File: config.mk
export PLATFORM = sky130hd
export DESIGN_NAME = mult_share_arbiter
export DESIGN_NICKNAME = d
export VERILOG_FILES = /design/src/rtl/mult_share_arbiter.sv
export SDC_FILE = /design/constraint.sdc
export NUM_CORES = 1
export LEC_CHECK = 0
export BUFFER_PORTS_ARGS = -buffer_cell sky130_fd_sc_hd__buf_2
export CAP_MARGIN = 15
export CORE_UTILIZATION = 25
export DETAILED_ROUTE_END_ITERATION = 6
export GPL_TIMING_DRIVEN = 0
export PLACE_DENSITY_LB_ADDON = 0.15
export SETUP_SLACK_MARGIN = 0.4
export SKIP_CTS_REPAIR_TIMING = 1
export SYNTH_ARGS = -nofsm -noshare
export SYNTH_HDL_FRONTEND = slang
export SYNTH_SLANG_ARGS = --single-unit
File: constraint.sdc
create_clock -name clk -period 3.3 [get_ports clk]
set_clock_uncertainty 0.05 [all_clocks]
set_input_delay 0.165 -clock clk [delete_from_list [all_inputs] [get_ports clk]]
set_output_delay 0.165 -clock clk [all_outputs]
set_load 0.03 [all_outputs]
File: src/rtl/mult_share_arbiter.sv
// Round-robin arbiter sharing one pipelined Q2.22 multiplier between NREQ requesters,
// with a tag pipeline that routes each product back to its issuer. Option: MULT_SHARE_ARB_PRIO0_EN.
module mult_share_arbiter #(
  parameter int NREQ    = 4,
  parameter int DW      = 24,
  parameter int MUL_LAT = 14
) (
  input  logic               clk,
  input  logic               rst,
  input  logic [NREQ-1:0]    req_valid,
  output logic [NREQ-1:0]    req_ready,
  input  logic [NREQ*DW-1:0] req_a,
  input  logic [NREQ*DW-1:0] req_b,
  output logic [NREQ-1:0]    rsp_valid,
  output logic [DW-1:0]      rsp_p,
  output logic               mul_valid_in,
  output logic [DW-1:0]      mul_a,
  output logic [DW-1:0]      mul_b,
  input  logic               mul_valid_out,
  input  logic [DW-1:0]      mul_p,
  output logic               err_seq
);
  localparam int TW = $clog2(NREQ);

  logic [TW-1:0]      ptr_reg, ptr_next;
  logic               grant_any;
  logic [TW-1:0]      grant_idx;
  logic [TW:0]        cand;
  logic               ptr_adv;
  logic [DW-1:0]      sel_a, sel_b;

  logic               mul_valid_in_reg;
  logic [DW-1:0]      mul_a_reg, mul_b_reg;
  logic [TW-1:0]      issue_tag_reg;
  logic               err_seq_reg;

  // The issue registers act as tag stage 0; these MUL_LAT stages follow them so the
  // tail lines up with the multiplier output.
  logic [MUL_LAT-1:0] tag_v_reg;
  logic [TW-1:0]      tag_id_reg [MUL_LAT];
  logic               tail_v;
  logic [TW-1:0]      tail_id;
  logic               route_ok;

  always_comb begin
    grant_any = 1'b0;
    grant_idx = '0;
    cand      = '0;
    for (int k = 0; k < NREQ; k++) begin
      cand = {1'b0, ptr_reg} + (TW+1)'(k);
      if (cand >= (TW+1)'(NREQ)) cand = cand - (TW+1)'(NREQ);
      if (!grant_any && req_valid[cand[TW-1:0]]) begin
        grant_any = 1'b1;
        grant_idx = cand[TW-1:0];
      end
    end
`ifdef MULT_SHARE_ARB_PRIO0_EN
    if (req_valid[0]) begin
      grant_any = 1'b1;
      grant_idx = '0;
    end
`endif
    if (rst) grant_any = 1'b0;
  end

  always_comb begin
    ptr_adv  = grant_any;
`ifdef MULT_SHARE_ARB_PRIO0_EN
    // The priority requester never moves the rotation among the others.
    if (grant_idx == '0) ptr_adv = 1'b0;
`endif
    ptr_next = ptr_reg;
    if (ptr_adv) ptr_next = (grant_idx == TW'(NREQ-1)) ? '0 : grant_idx + TW'(1);
  end

  assign sel_a = req_a[int'(grant_idx)*DW +: DW];
  assign sel_b = req_b[int'(grant_idx)*DW +: DW];

  always_ff @(posedge clk) begin
    if (rst) begin
      ptr_reg          <= '0;
      mul_valid_in_reg <= 1'b0;
      mul_a_reg        <= '0;
      mul_b_reg        <= '0;
      issue_tag_reg    <= '0;
      err_seq_reg      <= 1'b0;
    end else begin
      ptr_reg          <= ptr_next;
      mul_valid_in_reg <= grant_any;
      if (grant_any) begin
        mul_a_reg     <= sel_a;
        mul_b_reg     <= sel_b;
        issue_tag_reg <= grant_idx;
      end
      if (mul_valid_out != tail_v) err_seq_reg <= 1'b1;
    end
  end

  always_ff @(posedge clk) begin
    if (rst) begin
      tag_v_reg <= '0;
      for (int i = 0; i < MUL_LAT; i++) tag_id_reg[i] <= '0;
    end else begin
      tag_v_reg     <= {tag_v_reg[MUL_LAT-2:0], mul_valid_in_reg};
      tag_id_reg[0] <= issue_tag_reg;
      for (int i = 1; i < MUL_LAT; i++) tag_id_reg[i] <= tag_id_reg[i-1];
    end
  end

  assign tail_v   = tag_v_reg[MUL_LAT-1];
  assign tail_id  = tag_id_reg[MUL_LAT-1];
  // A product with no matching tag (or a tag with no product) is never routed.
  assign route_ok = mul_valid_out & tail_v & ~rst;

  generate
    for (genvar gi = 0; gi < NREQ; gi++) begin : g_port
      assign req_ready[gi] = grant_any && (grant_idx == TW'(gi));
      assign rsp_valid[gi] = route_ok && (tail_id == TW'(gi));
    end
  endgenerate

  assign rsp_p        = mul_p;
  assign mul_valid_in = mul_valid_in_reg;
  assign mul_a        = mul_a_reg;
  assign mul_b        = mul_b_reg;
  assign err_seq      = err_seq_reg;

endmodule

==> summary.txt <==
Outcome
  – Status: finished, violations left
  – Failing checks: hold timing

Placed design
  – Port bufs: 280
  – Place WS: 0.7827 ns
  – Post-DP HPWL: 12790 um
  – GPL Wtd Cong: 0.7914
  – Post-DP Area: 6231 um2

Detailed routing
  – Vias: 4865
  – Mean number of vias per cell: 4.885
  – Detail Route Antenna Nets: 0
  – Avg WL per Cell: 16.81 um
  – DRT Pass-1 Iters: 4
  – DR iter-0 viols: 215
  – Final wirelength: 16740 um
  – DR DRC count: 0

Worst hold path
  – Hold Path Origin: req_b[61]
  – HP Class: in2reg

Clock tree
  – Clock tree sinks: 96
  – CTS Buffer Depth: 2
  – Max H-tree Level: 3
  – Num CTS Buffers: 9
  – CTS tree: yes
  – Root buffer cell: clkbuf_16
  – Clk slew on worst S/H paths: 0.07 ns
  – Clk Latency, worst-skew pair: 0.34 ns

Finish
  – Largest register FFs: 28
  – Nets: 989
  – Final Instance Area: 6614 um2
  – Commonest cells after routing, fill and taps aside: buf_2, dfxtp_1, nand3_1
  – Layout overhead on the synthesized area: 45.42%
  – Commonest non-fill, non-tap cell in the layout: buf_2
  – Fillers: 1854
  – Share of post-route cells with drive strength above 1: 0.4694
  – Fin util: 0.3771

GRT
  – Largest net degree at the start of global routing: 16
  – Initial antenna violation count: 2
  – GRT Overall Usage: 0.1781
  – Total grt overflow: 0
  – First-pass GRT wire length: 25200 um
  – Number of global-route vias before repair: 4855

Synth
  – Yosys reg bits: 96
  – Synth area leader: dfxtp_1
  – Ys flop type: dfxtp_1
  – Post-synthesis sequential area ratio: 0.4226
  – Post-synth top area share: 0.4226
  – Syn. warnings: 0
  – Synth Cell Area: 4548 um2
  – Top cells by area in the synthesized netlist: dfxtp_1, mux2i_1, nor2b_1, nand3_1, a32oi_1
  – Post-Syn Instances: 468
  – Post-synth cell types: 40
  – Number of synthesized flops with an enable pin: 0
  – Post-Syn Nets: 692
  – Syn_area_per_cell: 9.718 um2
  – Post-synth ARST share: 0

STA
  – Final setup viols: 0
  – Fin crit period: 2.716 ns
  – Slew margin rel.: 0.5765
  – Fin worst setup slack: 0.5844 ns
  – Least-Margin Pin Slew: 0.6352 ns
  – Final Hold Vio Count: 3
  – Post-route setup TNS: 0 ns
  – RSZ-0062 raised after global routing: no
  – Slew Limit Fails: 0
  – Crit share post-route: 0.8229
  – Fmax: 0.3682 GHz
  – WHS: -0.007241 ns

Setup path
  – Critical path origin: ptr_reg[1]
  – Worst r2r src: ptr_reg[1]
  – Arrival @ worst endpoint: 2.50 ns
  – CP Cell Sequence: mux2i_1 -> o22ai_1 -> nor2_4 -> nand2_1 -> clkbuf_1 -> nor2_1 -> buf_2
  – Kind of critical path: reg2out
  – CP endpoint kind: primary output
  – Slowest cell on crit path: clkbuf_1
  – Slowest stage delay, CP: 0.51 ns
  – Data required, critical path: 3.08 ns
  – Worst-path fanout max: 10
  – CP startpoint kind: flip-flop

Pwr
  – Pwr Total: 3.731 mW
  – Leakage: 3.055 nW
  – Peak VDD IR: 0.3177 mV
  – Pwr/cell area: 564.2 nW/um2

Die
  – Core area: 17540 um2
  – Chip Height: 136.9 um
  – Die X-Extent: 136.9 um
  – Site Rows: 48
  – Die area: 18740 um2
  – Initial Utilization: 0.2593
  – I/O Pins: 305

Job
  – Max-Cap Viols: 0
worst paths after layout:
kind                      end  slack (ns)  cells after the start
min reg2reg  tag_id_reg[1][6]        0.39                      1
min                 mul_b[13]      -0.007                      3
max              req_ready[3]        0.58                      7
max reg2reg          mul_a[9]        1.11                      6
metal layers:
metal / up-vias / part of all wire / routed length, um / track usage
li1: 2329 / - / - / -
met1: 2313 / 0.40 / 6620 / 0.2040
met4: 0 / 0.024 / 403 / 0.06227
met5: - / 0 / 0 / 0
met2: 198 / 0.51 / 8551 / 0.3116
met3: 25 / 0.070 / 1165 / 0.05481
layout make-up:
cell class                 count  area (um2)  share of cell area
antenna                        2       5.005           0.0007567
buffer                        68       396.6             0.05997
multi-input combinational    301        2226              0.3365
sequential                    96        1922              0.2906
tap                          225       281.5             0.04257
timing repair buffer         286        1461              0.2210
inverter                       3       11.26            0.001703
clock inverter                 6       85.08             0.01286
clock buffer                   9       225.2             0.03405
where the power goes:
part | total, mW | internal (mW) | switching (mW)
combinational | 1.25 | 0.474 | 0.778
sequential | 1.37 | 1.29 | 0.0748
clock | 1.11 | 0.657 | 0.452
stage by stage:
stage	hold WS (ns)	instances
after floorplan	0.2548	468
after global placement	0.3391	973
after detailed placement	0.3450	973
after global routing	0.0004600	996
after CTS	-0.02936	988
final	-0.007241	996
cells by family (layout without fill, tap and decap cells):
group,after synthesis,count (layout),synth area share
DFF,96,96,0.4226
buffers and inverters,71,372,0.08968
other,0,2,0
muxes,49,49,0.1133
adders and majority gates,1,1,0.002751
AOI/OAI and AO/OA,129,129,0.2226
xor gates and xnor gates,1,1,0.001926
and+or+nand+nor,121,121,0.1472
critical path, delay by kind of cell (launching register included):
| kind | cells | cell delay (ns) |
|---|---|---|
| AO/OA/AOI/OAI | 1 | 0.39 |
| buffers and inverters | 2 | 0.73 |
| flip-flops | 1 | 0.48 |
| multiplexers | 1 | 0.15 |
| AND/OR/NAND/NOR | 3 | 0.41 |
cells in the mapped netlist (all sizes together) (2+ instances only):
cell type	count
a211oi	2
a21oi	23
a221o	20
a32oi	27
buf	47
clkbuf	21
dfxtp	96
inv	3
mux2	20
mux2i	29
nand2	9
nand2b	2
nand3	48
nor2	11
nor2b	45
o21ai	22
o221ai	27
or2	2
Power figures use the tool's default switching activity.
